### src/rtl/sar_search_pkg.sv
// Shared types and helpers for the successive-approximation search engine.
// The trial-bit mask helper is limited to operands of at most 32 bits.
package sar_search_pkg;

    localparam int DEFAULT_WIDTH = 8;

    typedef enum logic [1:0] {
        IDLE,
        SEARCH,
        DONE
    } state_e;

    // One-hot mask selecting the trial bit at position bit_idx.
    function automatic logic [31:0] trial_mask(input int unsigned bit_idx);
        return 32'd1 << bit_idx;
    endfunction

endpackage

### src/rtl/sar_search.sv
// Binary search of an externally held operand through a magnitude comparator:
// one trial bit per cycle, MSB first, stopping early on equality.
module sar_search
    import sar_search_pkg::*;
#(
    parameter int WIDTH  = DEFAULT_WIDTH,
    parameter int STEP_W = $clog2(WIDTH + 1)
) (
    input  logic              clk,
    input  logic              rst_n,
    input  logic              start,
    output logic [WIDTH-1:0]  cmp_b,
    input  logic              cmp_result,
    input  logic              cmp_equal,
    output logic              busy,
    output logic              done,
    output logic              found,
    output logic [WIDTH-1:0]  value,
    output logic [STEP_W-1:0] steps
);

    localparam int IDX_W = (WIDTH > 1) ? $clog2(WIDTH) : 1;

    state_e             state, state_nxt;
    logic [WIDTH-1:0]   acc, acc_nxt;
    logic [IDX_W-1:0]   idx, idx_nxt;
    logic [WIDTH-1:0]   cmp_b_nxt;
    logic               found_nxt;
    logic [WIDTH-1:0]   value_nxt;
    logic [STEP_W-1:0]  steps_nxt;
    logic [WIDTH-1:0]   new_acc;

    // Keep the trial bit only when the comparator says a is above the trial.
    assign new_acc = cmp_result ? cmp_b : acc;

    assign busy = (state == SEARCH);
    assign done = (state == DONE);

    // NOTE: every signal written here gets a default first; a path that skips
    // an assignment would otherwise infer a latch.
    always_comb begin
        state_nxt = state;
        acc_nxt   = acc;
        idx_nxt   = idx;
        cmp_b_nxt = cmp_b;
        found_nxt = found;
        value_nxt = value;
        steps_nxt = steps;

        case (state)
            IDLE: begin
                cmp_b_nxt = '0;
                if (start) begin
                    acc_nxt   = '0;
                    idx_nxt   = IDX_W'(WIDTH - 1);
                    cmp_b_nxt = WIDTH'(trial_mask(WIDTH - 1));
                    steps_nxt = '0;
                    found_nxt = 1'b0;
                    value_nxt = '0;
                    state_nxt = SEARCH;
                end
            end

            SEARCH: begin
                steps_nxt = steps + STEP_W'(1);
                if (cmp_equal) begin
                    found_nxt = 1'b1;
                    value_nxt = cmp_b;
                    state_nxt = DONE;
                end else begin
                    acc_nxt = new_acc;
                    if (idx != '0) begin
                        idx_nxt   = idx - IDX_W'(1);
                        cmp_b_nxt = new_acc | WIDTH'(trial_mask(32'(idx - IDX_W'(1))));
                    end else begin
                        // Bits exhausted without equality: a==0 or an inconsistent comparator.
                        found_nxt = 1'b0;
                        value_nxt = new_acc;
                        state_nxt = DONE;
                    end
                end
            end

            DONE: begin
                cmp_b_nxt = '0;
                state_nxt = IDLE;
            end

            default: state_nxt = IDLE;
        endcase
    end

    // NOTE: sequential state uses non-blocking assignments so every register
    // samples the pre-edge values computed above.
    always_ff @(posedge clk or negedge rst_n) begin
        if (!rst_n) begin
            state <= IDLE;
            acc   <= '0;
            idx   <= IDX_W'(WIDTH - 1);
            cmp_b <= '0;
            found <= 1'b0;
            value <= '0;
            steps <= '0;
        end else begin
            state <= state_nxt;
            acc   <= acc_nxt;
            idx   <= idx_nxt;
            cmp_b <= cmp_b_nxt;
            found <= found_nxt;
            value <= value_nxt;
            steps <= steps_nxt;
        end
    end

endmodule

### config.mk
export PLATFORM = sky130hd
export DESIGN_NAME = sar_search
export DESIGN_NICKNAME = d
export VERILOG_FILES = /design/src/rtl/sar_search_pkg.sv /design/src/rtl/sar_search.sv
export SDC_FILE = /design/constraint.sdc
export NUM_CORES = 1
export LEC_CHECK = 0
export CORE_MARGIN = 2
export CORE_UTILIZATION = 53
export CTS_CLUSTER_DIAMETER = 40
export DETAILED_ROUTE_END_ITERATION = 8
export PLACE_DENSITY = 0.79
export REMOVE_ABC_BUFFERS = 1
export SLEW_MARGIN = 15
export SYNTH_ARGS = -nofsm -noshare
export SYNTH_HDL_FRONTEND = slang
export SYNTH_SLANG_ARGS = --single-unit
### constraint.sdc
create_clock -name clk -period 2.5 [get_ports clk]
set_clock_uncertainty 0.1 [all_clocks]
set_input_delay 0.25 -clock clk [delete_from_list [all_inputs] [get_ports clk]]
set_output_delay 0.25 -clock clk [all_outputs]
set_load 0.1 [all_outputs]
# ---- Word-level counts from Yosys, hierarchy flattened
# Index checks and enable logic that the tools add are counted.
dict set report op_classes {
  add_sub_neg 3
  mul 0
  div_mod_pow 0
  n_lt_le_gt_ge 0
  eq_ne 6
  n_shift 1
  muxes 25
  bitwise 1
  reduce_logical 10
}
# cell n
set op_table {}
lappend op_table {{$mux W8} 8}
lappend op_table {{$pmux W8 S2} 2}
lappend op_table {{$shl A1 B32 Y8 const A} 1}
lappend op_table {{$pmux W8 S3} 1}
lappend op_table {{$mux W3} 3}
lappend op_table {{$reduce_and A3 Y1} 3}
lappend op_table {{$or A8 B8 Y8} 1}
lappend op_table {{$pmux W4 S2} 1}
lappend op_table {{$mux W2} 3}
lappend op_table {{$pmux W3 S2} 1}
lappend op_table {{$reduce_bool A3 Y1} 2}
lappend op_table {{$add A4 B1 Y4 const B} 1}
lappend op_table {{$mux W4} 1}
lappend op_table {{$ne A2 B2 Y1 const B} 2}
lappend op_table {{$pmux W2 S2} 1}
lappend op_table {{$reduce_and A2 Y1} 2}
lappend op_table {{$reduce_and A4 Y1} 1}
lappend op_table {{$sub A3 B1 Y4 const B} 1}
lappend op_table {{$mux W1} 3}
lappend op_table {{$ne A3 B3 Y1 const B} 1}
lappend op_table {{$sub A3 B1 Y3 const B} 1}
lappend op_table {{$eq A2 B1 Y1 const B} 1}
lappend op_table {{$eq A2 B2 Y1 const B} 1}
lappend op_table {{$logic_not A2 Y1} 1}
lappend op_table {{3 further kinds} 3}
dict set report word_totals {
  regBits 34
  latch_bits 0
  ramBits 0
  rom_bits 0
  input_bits 5
  wordCells 53
  n_memories 0
}

# ---- Logic depth before layout (Yosys ltp)
# Gate-level depths: netlist of the first run.
dict set report depth {
  ltp_word 6
  mapped_depth 7
  ltp_nobuf 6
}

# ---- Worst setup path before layout of the first run
# No wires, ideal clock.
dict set report synth_path {
  path_kind {reg-to-reg}
  start {register state[1]}
  end {register value[1]}
  arrival_ns 2.356
  t_required_ns 2.273
  setup_slack_ns -0.083
  path_stages_with_launch 7
  n_path_buf 1
  synth_period_minus_slack_ns 2.583
  cell_sequence {dfrtp_1 > inv_1 > ha_1 > mux2i_2 > a21o_4 > buf_6 > a221o_1}
}
dict set report synth_between {
  elab_chain_len 3
}
# item line_no
set synth_lines {}
lappend synth_lines {{start, declared} sar_search.sv:24} ;# state_e state, state_nxt;
lappend synth_lines {{start signal, assigned} sar_search.sv:105} ;# state <= state_nxt;
lappend synth_lines {{$eq A2 B1 Y1 *} --}
lappend synth_lines {{net busy} sar_search.sv:15} ;# output logic busy,
lappend synth_lines {{$ne A3 B3 Y1 (no line) or $reduce_bool A2 Y1 (tied branches)} --}
lappend synth_lines {{$reduce_and A3 Y1 (no line)} --}
lappend synth_lines {{end signal, assigned} sar_search.sv:110} ;# value <= value_nxt;
lappend synth_lines {{end, declared} sar_search.sv:18} ;# output logic [WIDTH-1:0] value,
# Mark *: on every way through the listed nets, which the timed path passes. The rest lies on a longest branch.
# A chain may end at the register's enable or synchronous reset.

# ---- Worst setup path after layout of the first run
dict set report layout_path {
  start {register state[1]}
  end {register value[5]}
}
dict set report layout_between {
  elab_chain_len 3
}
# item line_no
set layout_lines {}
lappend layout_lines {{$eq A2 B1 Y1 or $logic_not A2 Y1 (tied branches)} sar_search.sv:50} ;# case (state)
lappend layout_lines {{$ne A3 B3 Y1 (no line) (tied with other cells)} --}
lappend layout_lines {{$reduce_and A3 Y1 (no line)} --}
# Parallel ways exist; a longest one is shown, timed or not.

==> flow_metrics.tcl, run 1 <==
set metrics [dict create \
    cellPowerDensity_mw_per_mm2 1120 \
    synthCells 180 \
    critPathLaunch "state[1]" \
    regArea_um2 855 \
    clkSinkCount 34 \
    grt_pass1_vias 1535 \
    fp.dieW_um 62.7 \
    io_buffers 27 \
    layout.nets 226 \
    io_pins 28 \
    worst-path-buf-inv 2 \
    postRouteWirelength_mm 4.14 \
    grt_pass1_wl_mm 6.93 \
    coreArea_mm2 0.00331 \
    cts_setup_buffers 0 \
    final.setup.tns_ns 0 \
    hold_viol_final 0 \
    fmax_mhz 469 \
    startpoint_type "flip-flop" \
    mostFrequentLayoutCells "31 x dfrtp_1, 25 x buf_4, 22 x nand2_1" \
    initial_core_util_pct 55.1 \
    die_y_um 62.7 \
    cts_buffers 5 \
    worstHoldPathType "primary input to async pin" \
    ys_seq_elements 34 \
    layout_setup_ws_ns 0.367 \
    instances_no_fill 256 \
    yosysUniqueCellTypes 39 \
    min_period_ns 2.13 \
    cp-end-kind "flip-flop" \
    first_iter_violations 125 \
    post-synth-top-area-fraction_pct 42.5 \
    cts_resized 0 \
    slowest_stage "mux2i_2" \
    vias 1514 \
    area_growth_pct 17.0 \
    synth-edff-count 0 \
    drv_cap 0 \
    grt_usage_pct 22.8 \
    vias_per_cell 5.91 \
    h-tree-depth 2 \
    place_inst 249 \
    cts_tree "done" \
    yosys_warnings 0 \
    r2r_start "state[1]" \
    setup_viol 0 \
    routedWlPerCell_um 16.2 \
    overflow 0 \
    yosysSeqAreaShare_pct 46.8 \
    path_class "flip-flop to flip-flop" \
    die-area_mm2 0.00393 \
    required_ns 2.64 \
    synthXorXnorAreaFrac_pct 0 \
    dr.pass1.iters 4 \
    root_buffer "clkbuf_4" \
    fillCellCount 293 \
    place.detailed.hpwl_mm 3.03 \
    path_max_fanout 16 \
    yosysTopAreaCell "dfrtp_1" \
    arrival_ns 2.27 \
    grt_max_degree 35 \
    tightest_slew_ns 0.503 \
    synth_compound_area_share_pct 22.0 \
    synth_top_family_by_area "compound AO/OA/AOI/OAI gates" \
    multiInputGateArea_um2 913 \
    drive_above_1_share_pct 21.9 \
    async_reset_ff_share_pct 100 \
    path_delay_family "compound AO/OA/AOI/OAI gates" \
    antenna_cells 0 \
    synthTopCellsByArea "dfrtp_1 42%, ha_1 7.5%, o21ai_0 4.7%" \
    p_leak_uw 0.00102 \
    relSlewSlack_pct 65.8 \
    fp-row-count 21 \
    final_common_cell "dfrtp_1" \
    cts_hold_buf 0 \
    status "finished, final reports clean" \
    antenna_found_initial 0 \
    period_share_pct 85.3 \
    avgSynthCellArea_um2 10.1 \
    crit_chain "inv_1 > ha_1 > buf_4 > mux2i_2 > a21o_4 > nor2_1 > a221o_1" \
    slew_viol_final 0 \
    clkTransAtPathRegs_ns 0.11 \
    synthAdderAreaFrac_pct 7.54 \
    gp_congestion 0.806 \
    fin_util_pct 64.5 \
    ant_nets 0 \
    synth.area.mux_share_pct 6.10 \
    drc 0 \
    slowest_delay_ns 0.43 \
    clk_path_buf_depth 2 \
    grt_setup_unrepaired "false" \
    hold-worst-slack_ns 0.200 \
    ir_worst_vdd_uv 482 \
    dpl_worst_slack_ns 0.363 \
    synth-simple-area-share_pct 14.4 \
    syn_area_mm2 0.00183 \
    ys.flop_type "dfrtp_1" \
    clk_latency_ns 0.34 \
]
==> flip-flops by register name, indices dropped and copies added (netlist names) <==
register,flops
acc,8
cmp_b,8
value,8
steps,4
idx,3
state,2
found,1
==> routing by layer <==
layer	part of all wire, %	track usage (%)	up-vias
li1	-	-	709
met1	40	27.7	731
met2	51	36.6	64
met3	6.6	6.31	10
met4	2.5	13.1	0
met5	0	0	-
==> layout make-up <==
cell class	count	area share, %
tap	46	2.69
inverter	4	0.703
multi-input combinational	135	42.8
clock inverter	2	0.469
clock buffer	5	1.76
timing repair buffer	30	11.6
sequential	34	40.0
==> cell usage after synthesis, types with 2 or more instances <==
cell type / instances
dfrtp_1: 31
nand2_1: 22
o21ai_0: 17
nor2_1: 15
ha_1: 11
a21oi_1: 10
mux2_2: 6
nand2b_1: 6
a221o_1: 5
a32o_1: 5
a21boi_0: 4
buf_2: 4
inv_1: 4
nand3_1: 4
o2bb2ai_1: 4
dfstp_2: 3
mux2i_1: 3
a21o_1: 2
a31oi_1: 2
and2_1: 2
nor2b_1: 2
==> power by group <==
part / total (µW) / switching (µW) / internal, µW / leakage (µW)
Clock: 287 / 186 / 101 / 0.0000308
Sequential: 744 / 93.4 / 650 / 0.000456
Combinational: 1370 / 1010 / 360 / 0.000536
Total: 2400 / 1290 / 1110 / 0.00102
==> worst paths after layout <==
path	endpoint	slack [ns]	depth (start not counted)
max in group asynchronous	idx[2]	1.75	2
worst max register to register	value[5]	0.37	7
worst max-delay path	value[5]	0.37	7
min in group clk	acc[1]	0.40	1
worst min register to register	acc[1]	0.40	1
worst min-delay path	value[2]	0.20	2
==> cells by family after synthesis <==
group | after synthesis
AO/OA/AOI/OAI | 57
AND/OR/NAND/NOR | 57
flip-flops | 34
buffers and inverters | 11
adder cells (fa/ha/maj) | 11
multiplexers | 10
==> through the flow <==
step / total power, µW / instance area (µm²)
global route: 2520 / 2140
detailed placement: 2110 / 2090
CTS: 2390 / 2140
global placement: 2070 / 2090
finish: 2400 / 2140
floorplan: 1760 / 1780
==> worst register-to-register path, stage by stage, from the launching register on <==
cell,delay (ns)
dfrtp_1,0.41
inv_1,0.10
ha_1,0.21
buf_4,0.20
mux2i_2,0.43
a21o_4,0.24
nor2_1,0.07
a221o_1,0.26
No activity file was read; power rests on OpenSTA's default activity.
==> run 2: changes to the inputs <==
- GPL_TIMING_DRIVEN: not set -> 0
- SLEW_MARGIN: 15 -> 20
==> run 2 against run 1 <==
  * Count of clock-buffer cells in the layout stayed put
  * Largest power group unchanged
  * Total power is 8.7% higher
  * Critical path type is now flip-flop to primary output
  * Sequential power is 0.9% lower
  * Die area stayed put
  * Highest routed layer unchanged
  * Utilization is 2.7 points higher
  * Sequential share of layout area is 1.6 points lower
  * Global-route usage is 0.51 points lower
  * Critical path depth is 6 lower
==> flow_metrics.tcl, run 2 (synthesis results as in run 1) <==
set metrics [dict create \
    arrival_ns 1.93 \
    fp.dieW_um 62.7 \
    clk_path_buf_depth 2 \
    vias 1473 \
    dpl_worst_slack_ns -0.124 \
    power_uw 2610 \
    drc 0 \
    path_delay_family "buffers and inverters" \
    h-tree-depth 2 \
    clkSinkCount 34 \
    ant_nets 0 \
    largestRegisters "acc (8), cmp_b (8), value (8)" \
    required_ns 2.15 \
    period_share_pct 91.3 \
    cts_setup_buffers 0 \
    overflow 0 \
    slew_viol_final 0 \
    area_growth_pct 21.9 \
    grt_setup_unrepaired "false" \
    layout_setup_ws_ns 0.217 \
    tightest_slew_ns 0.975 \
    setup_viol 0 \
    antenna_cells 0 \
    antenna_found_initial 0 \
    slowest_stage "clkdlybuf4s50_1" \
    first_iter_violations 106 \
    io_buffers 27 \
    grt_usage_pct 22.3 \
    regArea_um2 855 \
    gp_congestion 0.880 \
    fillCellCount 268 \
    fp-row-count 21 \
    drive_above_1_share_pct 12.0 \
    min_period_ns 2.28 \
    path_max_fanout 4 \
    final_common_cell "dfrtp_1" \
    critical_path_depth 1 \
    slowest_delay_ns 1.16 \
    hold_viol_final 0 \
    dr.pass1.iters 4 \
    routedWlPerCell_um 15.6 \
    grt_pass1_wl_mm 6.85 \
    die_y_um 62.7 \
    cp-end-kind "primary output" \
    postRouteWirelength_mm 3.99 \
    place.detailed.hpwl_mm 2.86 \
    relSlewSlack_pct 34.8 \
    p_leak_uw 0.000992 \
    path_class "flip-flop to primary output" \
    clkTransAtPathRegs_ns 0.12 \
    ir_worst_vdd_uv 612 \
    cellPowerDensity_mw_per_mm2 1170 \
    initial_core_util_pct 55.1 \
    grt_max_degree 35 \
    multiInputGateArea_um2 917 \
    cts_buffers 5 \
    worstHoldPathType "primary input to async pin" \
    instances_no_fill 255 \
    mostFrequentLayoutCells "31 x dfrtp_1, 24 x clkdlybuf4s50_1, 22 x nand2_1" \
    die-area_mm2 0.00393 \
    grt_pass1_vias 1455 \
    place_inst 246 \
    fmax_mhz 438 \
    cts_tree "done" \
    root_buffer "clkbuf_4" \
    layout.nets 224 \
    vias_per_cell 5.78 \
    worst-path-buf-inv 1 \
    io_pins 28 \
    crit_chain "clkdlybuf4s50_1" \
    clk_latency_ns 0.34 \
    status "finished, final reports clean" \
    coreArea_mm2 0.00331 \
    startpoint_type "flip-flop" \
    r2r_cells 6 \
    drv_cap 0 \
]
## run 2: power by group
part / total [µW] / switching, µW / internal [µW] / leakage [µW]
Clock: 516 / 203 / 313 / 0.0000554
Sequential: 737 / 86.6 / 650 / 0.000456
Combinational: 1350 / 999 / 354 / 0.000480
Total: 2610 / 1290 / 1320 / 0.000992
## run 2: area by class of cell
class	instances	area share (%)
Clock buffer	5	1.69
Clock inverter	3	3.09
Inverter	4	0.675
Multi-Input combinational cell	135	41.2
Sequential cell	34	38.4
Tap cell	46	2.59
Timing Repair Buffer	28	12.4
## run 2: worst register-to-register path, delay by kind of cell, from the launching register on
family                   cells  cell delay, ns
adder cells (fa/ha/maj)      1            0.26
AO/OA/AOI/OAI                2            0.57
buffers and inverters        1            0.09
flip-flops                   1            0.44
AND/OR/NAND/NOR              2            0.60
## run 2: per-stage QoR
step                      area [µm²]  hold slack (ns)  setup TNS [ns]  util, %
after detailed placement        2110            0.258          -0.124     63.6
final                           2230            0.387               0     67.2
after floorplan                 1780           -0.146           -2.11        -
after global placement          2110            0.359         -0.0406     63.8
after global routing            2230            0.421               0     67.2
after CTS                       2220            0.401               0     67.1
## run 2: repair_timing
| action | CTS | global route |
|---|---|---|
| endpoints found under the setup margin | 2 | 17 |
| gates resized for setup | 4 | 2 |
| endpoints found under the hold margin | 31 | 0 |
| hold buffers | 1 | 0 |
| pin swaps | 0 | 0 |
## run 2: final timing paths
| kind | from | to | slack [ns] |
|---|---|---|---|
| hold / removal | rst_n | value[4] | 0.39 |
| setup / recovery | cmp_b[2] | cmp_b[2] | 0.22 |
| min in group clk | found | found | 0.40 |
| hold reg to reg | found | found | 0.40 |
| setup reg to reg | state[0] | acc[1] | 0.33 |
| max in group asynchronous | rst_n | state[1] | 1.42 |
## run 2: routing by layer
layer,wire length [µm],vias up,track usage (%)
li1,-,709,-
met1,1790,714,29.0
met2,1930,44,37.9
met3,216,6,3.42
met4,47,0,8.06
met5,0,-,0
